`src/rtl/unpool_pkg.sv`:
```
// Shared widths, window constants and FSM encoding for the unpool block.
// Latency: n/a (declarations only).
// Backpressure: n/a.
`ifndef DESIGN_SIZE
`define DESIGN_SIZE 4
`endif
`ifndef DWIDTH
`define DWIDTH 8
`endif
`ifndef MAX_BITS_POOL
`define MAX_BITS_POOL 3
`endif

package unpool_pkg;

  localparam int DESIGN_SIZE   = `DESIGN_SIZE;
  localparam int DWIDTH        = `DWIDTH;
  localparam int MAX_BITS_POOL = `MAX_BITS_POOL;
  localparam int DATA_W        = DESIGN_SIZE * DWIDTH;

  localparam int WIN_1 = 1;
  localparam int WIN_2 = 2;
  localparam int WIN_4 = 4;

  typedef enum logic [1:0] {
    ST_IDLE   = 2'd0,
    ST_EXPAND = 2'd1,
    ST_DONE   = 2'd2
  } unpool_state_t;

  // Window kept as log2(W); anything other than 2 or 4 collapses to W=1.
  typedef logic [1:0] win_shift_t;

  function automatic win_shift_t win_to_shift(input logic [MAX_BITS_POOL-1:0] w);
    win_shift_t  s;
    int unsigned wv;
    wv = 32'(w);
    s  = 2'd0;
    if (wv == WIN_1)      s = 2'd0;
    else if (wv == WIN_2) s = 2'd1;
    else if (wv == WIN_4) s = 2'd2;
    return s;
  endfunction

endpackage

```
`src/rtl/unpool_replicate.sv`:
```
// Maps a buffered word, window and beat index to one nearest-neighbour output beat.
// Latency: purely combinational.
// Backpressure: none; caller holds inputs stable while a beat is stalled.
`ifndef DESIGN_SIZE
`define DESIGN_SIZE 4
`endif
`ifndef DWIDTH
`define DWIDTH 8
`endif
`ifndef MAX_BITS_POOL
`define MAX_BITS_POOL 3
`endif

module unpool_replicate
  import unpool_pkg::*;
(
  input  logic [DATA_W-1:0] word_buf,
  input  win_shift_t        win_shift,
  input  logic [1:0]        beat,
  output logic [DATA_W-1:0] beat_data
);

  int unsigned src;

  // Output element j of beat k comes from source element (k*DESIGN_SIZE + j) / W.
  always_comb begin
    beat_data = '0;
    src       = 0;
    for (int j = 0; j < DESIGN_SIZE; j++) begin
      src = ((32'(beat) * DESIGN_SIZE + j) >> win_shift) % DESIGN_SIZE;
      beat_data[j*DWIDTH +: DWIDTH] = word_buf[src*DWIDTH +: DWIDTH];
    end
  end

endmodule

```
`src/rtl/unpool.sv`:
```
// Nearest-neighbour unpooling: each accepted word is replayed as W beats (W = 1, 2 or 4).
// Latency: first beat valid one cycle after the word is accepted; bypass is combinational.
// Backpressure: valid/ready on both sides; new word accepted only as the last beat leaves.
`ifndef DESIGN_SIZE
`define DESIGN_SIZE 4
`endif
`ifndef DWIDTH
`define DWIDTH 8
`endif
`ifndef MAX_BITS_POOL
`define MAX_BITS_POOL 3
`endif

module unpool
  import unpool_pkg::*;
(
  input  logic                             clk,
  input  logic                             reset,
  input  logic                             enable_unpool,
  input  logic [`MAX_BITS_POOL-1:0]        unpool_window_size,
  input  logic [15:0]                      num_in_words,
  input  logic [`DESIGN_SIZE*`DWIDTH-1:0]  in_data,
  input  logic                             in_data_valid,
  output logic                             in_data_ready,
  output logic [`DESIGN_SIZE*`DWIDTH-1:0]  out_data,
  output logic                             out_data_valid,
  input  logic                             out_data_ready,
  output logic                             done_unpool
);

  unpool_state_t     state, state_nxt;
  logic [DATA_W-1:0] word_buf, word_buf_nxt;
  logic              buf_full, buf_full_nxt;
  win_shift_t        win_shift, win_shift_nxt;
  logic [1:0]        beat_cnt, beat_cnt_nxt;
  logic [15:0]       word_cnt, word_cnt_nxt;
  logic [15:0]       num_words, num_words_nxt;

  logic [DATA_W-1:0] beat_data;
  logic              last_beat;
  logic              last_word;
  logic              exp_out_vld;
  logic              exp_in_rdy;
  logic              out_fire;
  logic              in_fire;

  unpool_replicate u_replicate (
    .word_buf  (word_buf),
    .win_shift (win_shift),
    .beat      (beat_cnt),
    .beat_data (beat_data)
  );

  assign last_beat   = ({1'b0, beat_cnt} == ((3'd1 << win_shift) - 3'd1));
  assign last_word   = (word_cnt == num_words);
  assign exp_out_vld = (state == ST_EXPAND) && buf_full;
  assign out_fire    = exp_out_vld && out_data_ready;
  assign in_fire     = in_data_valid && exp_in_rdy;

  // Refill is allowed in the same cycle the last beat leaves, giving zero-bubble streaming.
  always_comb begin
    exp_in_rdy = 1'b0;
    case (state)
      ST_IDLE:   exp_in_rdy = 1'b1;
      ST_EXPAND: exp_in_rdy = !last_word && (!buf_full || (out_fire && last_beat));
      default:   exp_in_rdy = 1'b0;
    endcase
  end

  always_ff @(posedge clk) begin
    if (reset) begin
      state     <= ST_IDLE;
      word_buf  <= '0;
      buf_full  <= 1'b0;
      win_shift <= '0;
      beat_cnt  <= '0;
      word_cnt  <= '0;
      num_words <= '0;
    end else begin
      state     <= state_nxt;
      word_buf  <= word_buf_nxt;
      buf_full  <= buf_full_nxt;
      win_shift <= win_shift_nxt;
      beat_cnt  <= beat_cnt_nxt;
      word_cnt  <= word_cnt_nxt;
      num_words <= num_words_nxt;
    end
  end

  always_comb begin
    state_nxt     = state;
    word_buf_nxt  = word_buf;
    buf_full_nxt  = buf_full;
    win_shift_nxt = win_shift;
    beat_cnt_nxt  = beat_cnt;
    word_cnt_nxt  = word_cnt;
    num_words_nxt = num_words;

    if (!enable_unpool) begin
      state_nxt     = ST_IDLE;
      word_buf_nxt  = '0;
      buf_full_nxt  = 1'b0;
      win_shift_nxt = '0;
      beat_cnt_nxt  = '0;
      word_cnt_nxt  = '0;
      num_words_nxt = '0;
    end else begin
      case (state)
        ST_IDLE: begin
          if (in_fire) begin
            state_nxt     = ST_EXPAND;
            word_buf_nxt  = in_data;
            buf_full_nxt  = 1'b1;
            win_shift_nxt = win_to_shift(unpool_window_size);
            beat_cnt_nxt  = '0;
            word_cnt_nxt  = 16'd1;
            num_words_nxt = (num_in_words == 16'd0) ? 16'd1 : num_in_words;
          end
        end
        ST_EXPAND: begin
          if (out_fire) begin
            if (last_beat) begin
              beat_cnt_nxt = '0;
              buf_full_nxt = 1'b0;
              if (last_word) state_nxt = ST_DONE;
            end else begin
              beat_cnt_nxt = beat_cnt + 2'd1;
            end
          end
          if (in_fire) begin
            word_buf_nxt  = in_data;
            buf_full_nxt  = 1'b1;
            win_shift_nxt = win_to_shift(unpool_window_size);
            beat_cnt_nxt  = '0;
            word_cnt_nxt  = word_cnt + 16'd1;
          end
        end
        ST_DONE: state_nxt = ST_DONE;
        default: state_nxt = ST_IDLE;
      endcase
    end
  end

  // Reset forces every output low, including the combinational bypass path.
  always_comb begin
    out_data       = '0;
    out_data_valid = 1'b0;
    in_data_ready  = 1'b0;
    done_unpool    = 1'b0;
    if (!reset) begin
      if (!enable_unpool) begin
        out_data       = in_data;
        out_data_valid = in_data_valid;
        in_data_ready  = out_data_ready;
        done_unpool    = 1'b1;
      end else begin
        out_data       = beat_data;
        out_data_valid = exp_out_vld;
        in_data_ready  = exp_in_rdy;
        done_unpool    = (state == ST_DONE);
      end
    end
  end

endmodule

```
`config.mk`:
```
export PLATFORM = sky130hd
export DESIGN_NAME = unpool
export DESIGN_NICKNAME = d
export VERILOG_FILES = /design/src/rtl/unpool_pkg.sv /design/src/rtl/unpool_replicate.sv /design/src/rtl/unpool.sv
export SDC_FILE = /design/constraint.sdc
export NUM_CORES = 1
export LEC_CHECK = 0
export ABC_AREA = 1
export CAP_MARGIN = 20
export CORE_ASPECT_RATIO = 1.1
export CORE_MARGIN = 2
export CORE_UTILIZATION = 40
export CTS_BUF_LIST = sky130_fd_sc_hd__clkbuf_2
export DETAILED_ROUTE_END_ITERATION = 8
export GPL_TIMING_DRIVEN = 0
export HOLD_SLACK_MARGIN = 0.12
export PLACE_DENSITY_LB_ADDON = 0.25
export SYNTH_ARGS = -nofsm -noshare
export SYNTH_HDL_FRONTEND = slang
export SYNTH_HIERARCHICAL = 1
export SYNTH_SLANG_ARGS = --single-unit
```
`constraint.sdc`:
```
create_clock -name clk -period 2.5 [get_ports clk]
set_clock_uncertainty 0.05 [all_clocks]
set_input_delay 0.5 -clock clk [delete_from_list [all_inputs] [get_ports clk]]
set_output_delay 0.5 -clock clk [all_outputs]
set_load 0.01 [all_outputs]
```
==> impl_metrics.csv <==
group,metric,value,unit
clock_network,clkTransAtPathRegs,230,ps
layout,final_common_cell,"nand2_1",
power_and_ir_drop,powerDensity,414,mW/mm^2
clock_network,ctsHoldBuffers,0,
layout,fillers,1220,
route,drt_iter0_markers,366,
status,violations,"setup timing",
setup_path,cp_slowest_cell,"dfxtp_4",
clock_network,cts_tree,"done",
power_and_ir_drop,ir_worst_vdd,234,uV
clock_network,cts.sinks,71,
power_and_ir_drop,seq_power_share,0.422,
yosys,synth_area,0.00497,mm^2
yosys,yosysWarningCount,6,
clock_network,cts_buffers,9,
layout,regArea,0.00145,mm^2
global_route,grt_max_degree,12,
route,wl_per_cell,16.1,um
sta,period_needed,2680,ps
layout,drive_above_1_share,0.227,
status,run_status,"complete, but fails checks",
global_route,grt_first_pass_wirelength,28.8,mm
yosys,synth_edf_count,0,
yosys,synth.distinct_cells,36,
die,die_h,121,um
global_route,antenna_found_initial,0,
global_route,grt_use_total,0.283,
die,die_w,110,um
clock_network,cts_root_buf,"clkbuf_2",
setup_path,arrival,2130,ps
route,drcViolationCount,0,
yosys,syn_avg_cell_area,5.83,um^2
yosys,synthArstFlopShare,0,
route,postRouteAntennaNets,0,
placement,dp.final_hpwl,12.8,mm
layout,postLayoutCoreUtil,0.575,
global_route,overflow,0,
sta,whs,433,ps
layout,nNetsFinal,1062,
sta,fmax,0.373,GHz
sta,slew_headroom,0.568,
layout,final_cell_count_no_fill,1161,
setup_path,critPathLaunchType,"register",
setup_path,cp_max_fo,7,
setup_path,critical_path_class,"reg -> out",
die,io_pins,91,
sta,setup_tns,-3390,ps
layout,multi_input_area,0.00326,mm^2
yosys,syn_inst,853,
sta,worst_slack,-180,ps
setup_path,crit_required,1950,ps
layout,final_cell_mix,"217 x nand2_1, 154 x nor2_1, 79 x inv_1",
layout,syn_to_final_growth,39.8,%
clock_network,clk_latency,540,ps
setup_path,end_kind,"output port",
die,coreArea,0.0121,mm^2
power_and_ir_drop,finalPower,2880,uW
yosys,synth_seq_cells,71,
yosys,seq_area_frac_synth,0.286,
flow_run,max-cap-violations,0,
power_and_ir_drop,combPwrFrac,0.340,
setup_path,worst-path-buf-inv,5,
placement,place_congestion,0.979,
die,die-area,0.0133,mm^2
power_and_ir_drop,clkPwrFrac,0.237,
setup_path,crit_chain,"buf_6, nand2_4, buf_12, buf_8, buf_4, nand3_1, nand3_1, nand2_1, nor2_1, nor2_1, buf_2",
layout,antennaDiodeCount,0,
power_and_ir_drop,swShare,0.368,
setup_path,worst_path_dominant_cell_family,"buffers and inverters",
power_and_ir_drop,switching_power,1060,uW
power_and_ir_drop,p_leak,0.00313,uW
route,route.vias.total,6085,
sta,setup_viol,33,
sta,rsz0062_at_grt,"true",
global_route,grt_pass1_vias,5840,
placement,io_buffer_count,90,
placement,dpl.cell_count,1097,
yosys,ys.flop_type,"dfxtp_1",
hold_path,hp-class,"reg -> reg",
die,rows,42,
sta,hold_viol,0,
route,dr.pass1.iters,7,
route,vias_per_cell,5.24,
power_and_ir_drop,cellInternalPower,1820,uW
route,routed_wl,18.6,mm
clock_network,cts_buffer_depth,2,
sta,worst_pin_slew,647,ps
yosys,synth_nets,913,
die,floorplan.initialDensity,0.411,
setup_path,cp_slowest_stage_delay,450,ps
sta,fin_crit_sh,1.07,
sta,slew_viol_final,0,
clock_network,htree_levels,3,
power groups by stage:
stage / logic [uW] / clock network (uW) / registers [uW]
detailed placement: 837 / 0 / 1240
global route: 1070 / 735 / 1220
finish: 980 / 683 / 1220
global placement: 833 / 0 / 1240
CTS: 939 / 690 / 1220
floorplan: 493 / 0 / 1230
path summary, 6_finish.rpt:
kind / from / endpoint / slack (ps) / cells past startpoint
min: word_buf[16] / word_buf[16] / 430 / 2
min reg2reg: word_buf[16] / word_buf[16] / 430 / 2
max: win_shift[0] / out_data[13] / -180 / 11
max reg2reg: win_shift[0] / word_buf[4] / 240 / 15
registers in the layout, indices dropped and copies added, names as in the netlist:
signal,flops
word_cnt,16
win_shift,2
state,2
buf_full,1
word_buf,32
num_words,16
beat_cnt,2
cell usage after synthesis, types with 7 or more instances:
cell type | count | area share
nor2_1 | 162 | 0.12
nand2_1 | 230 | 0.17
buf_2 | 12 | 0.012
nand3_1 | 73 | 0.073
a21oi_1 | 37 | 0.037
o21ai_1 | 7 | 0.0070
xor2_1 | 13 | 0.023
a211oi_1 | 7 | 0.011
o21ai_0 | 74 | 0.074
clkbuf_1 | 21 | 0.016
buf_6 | 8 | 0.018
inv_1 | 86 | 0.065
dfxtp_1 | 71 | 0.29
cell type report:
cell class | count | share of cell area
multi-input combinational | 641 | 0.469
tap | 154 | 0.0277
clock buffer | 11 | 0.00792
clock inverter | 5 | 0.00702
inverter | 95 | 0.0540
timing repair buffer | 138 | 0.176
buffer | 46 | 0.0511
sequential | 71 | 0.208
routing by layer:
| metal | wire, um | GRT usage |
|---|---|---|
| met3 | 1270 | 0.0376 |
| met1 | 7020 | 0.316 |
| met5 | 0 | 0 |
| met2 | 9170 | 0.501 |
| met4 | 1180 | 0.173 |
metrics by stage:
| step | cell area, um^2 | setup WS (ps) |
|---|---|---|
| 5_1_grt | 6950 | -283 |
| 4_1_cts | 6830 | -156 |
| 3_3_place_gp | 6070 | -1130 |
| 3_5_place_dp | 6070 | -1150 |
| 2_1_floorplan | 4970 | 455 |
| 6_report | 6950 | -180 |
worst reg2reg max path, cell delays in order (launching register included):
cell and delay [ps]:
dfxtp_4 450, buf_6 130, buf_6 110, inv_2 30, o21ai_1 100, inv_1 60, nand4_1 70, nand2_1 100
nand3_2 90, nand2_2 60, buf_4 130, buf_4 130, nand2_4 70, clkbuf_1 360, o21ai_0 150, nor2_1 110
logic make-up (layout without fill, tap and decap cells):
group / count (synthesis) / count (layout) / synth area share
simple gates: 492 / 492 / 0.411
xor+xnor: 14 / 14 / 0.0247
buf+inv: 141 / 295 / 0.128
fa+ha+maj: 4 / 4 / 0.0101
flops: 71 / 71 / 0.286
compound gates: 131 / 131 / 0.141
timing repair:
item | in CTS | in global routing
endpoints found under the setup margin | 35 | 34
gates resized for setup | 261 | 40
cloned | 4 | 0
pin swaps | 61 | 26
buffers inserted | 43 | 1
Power figures use the tool's default switching activity.
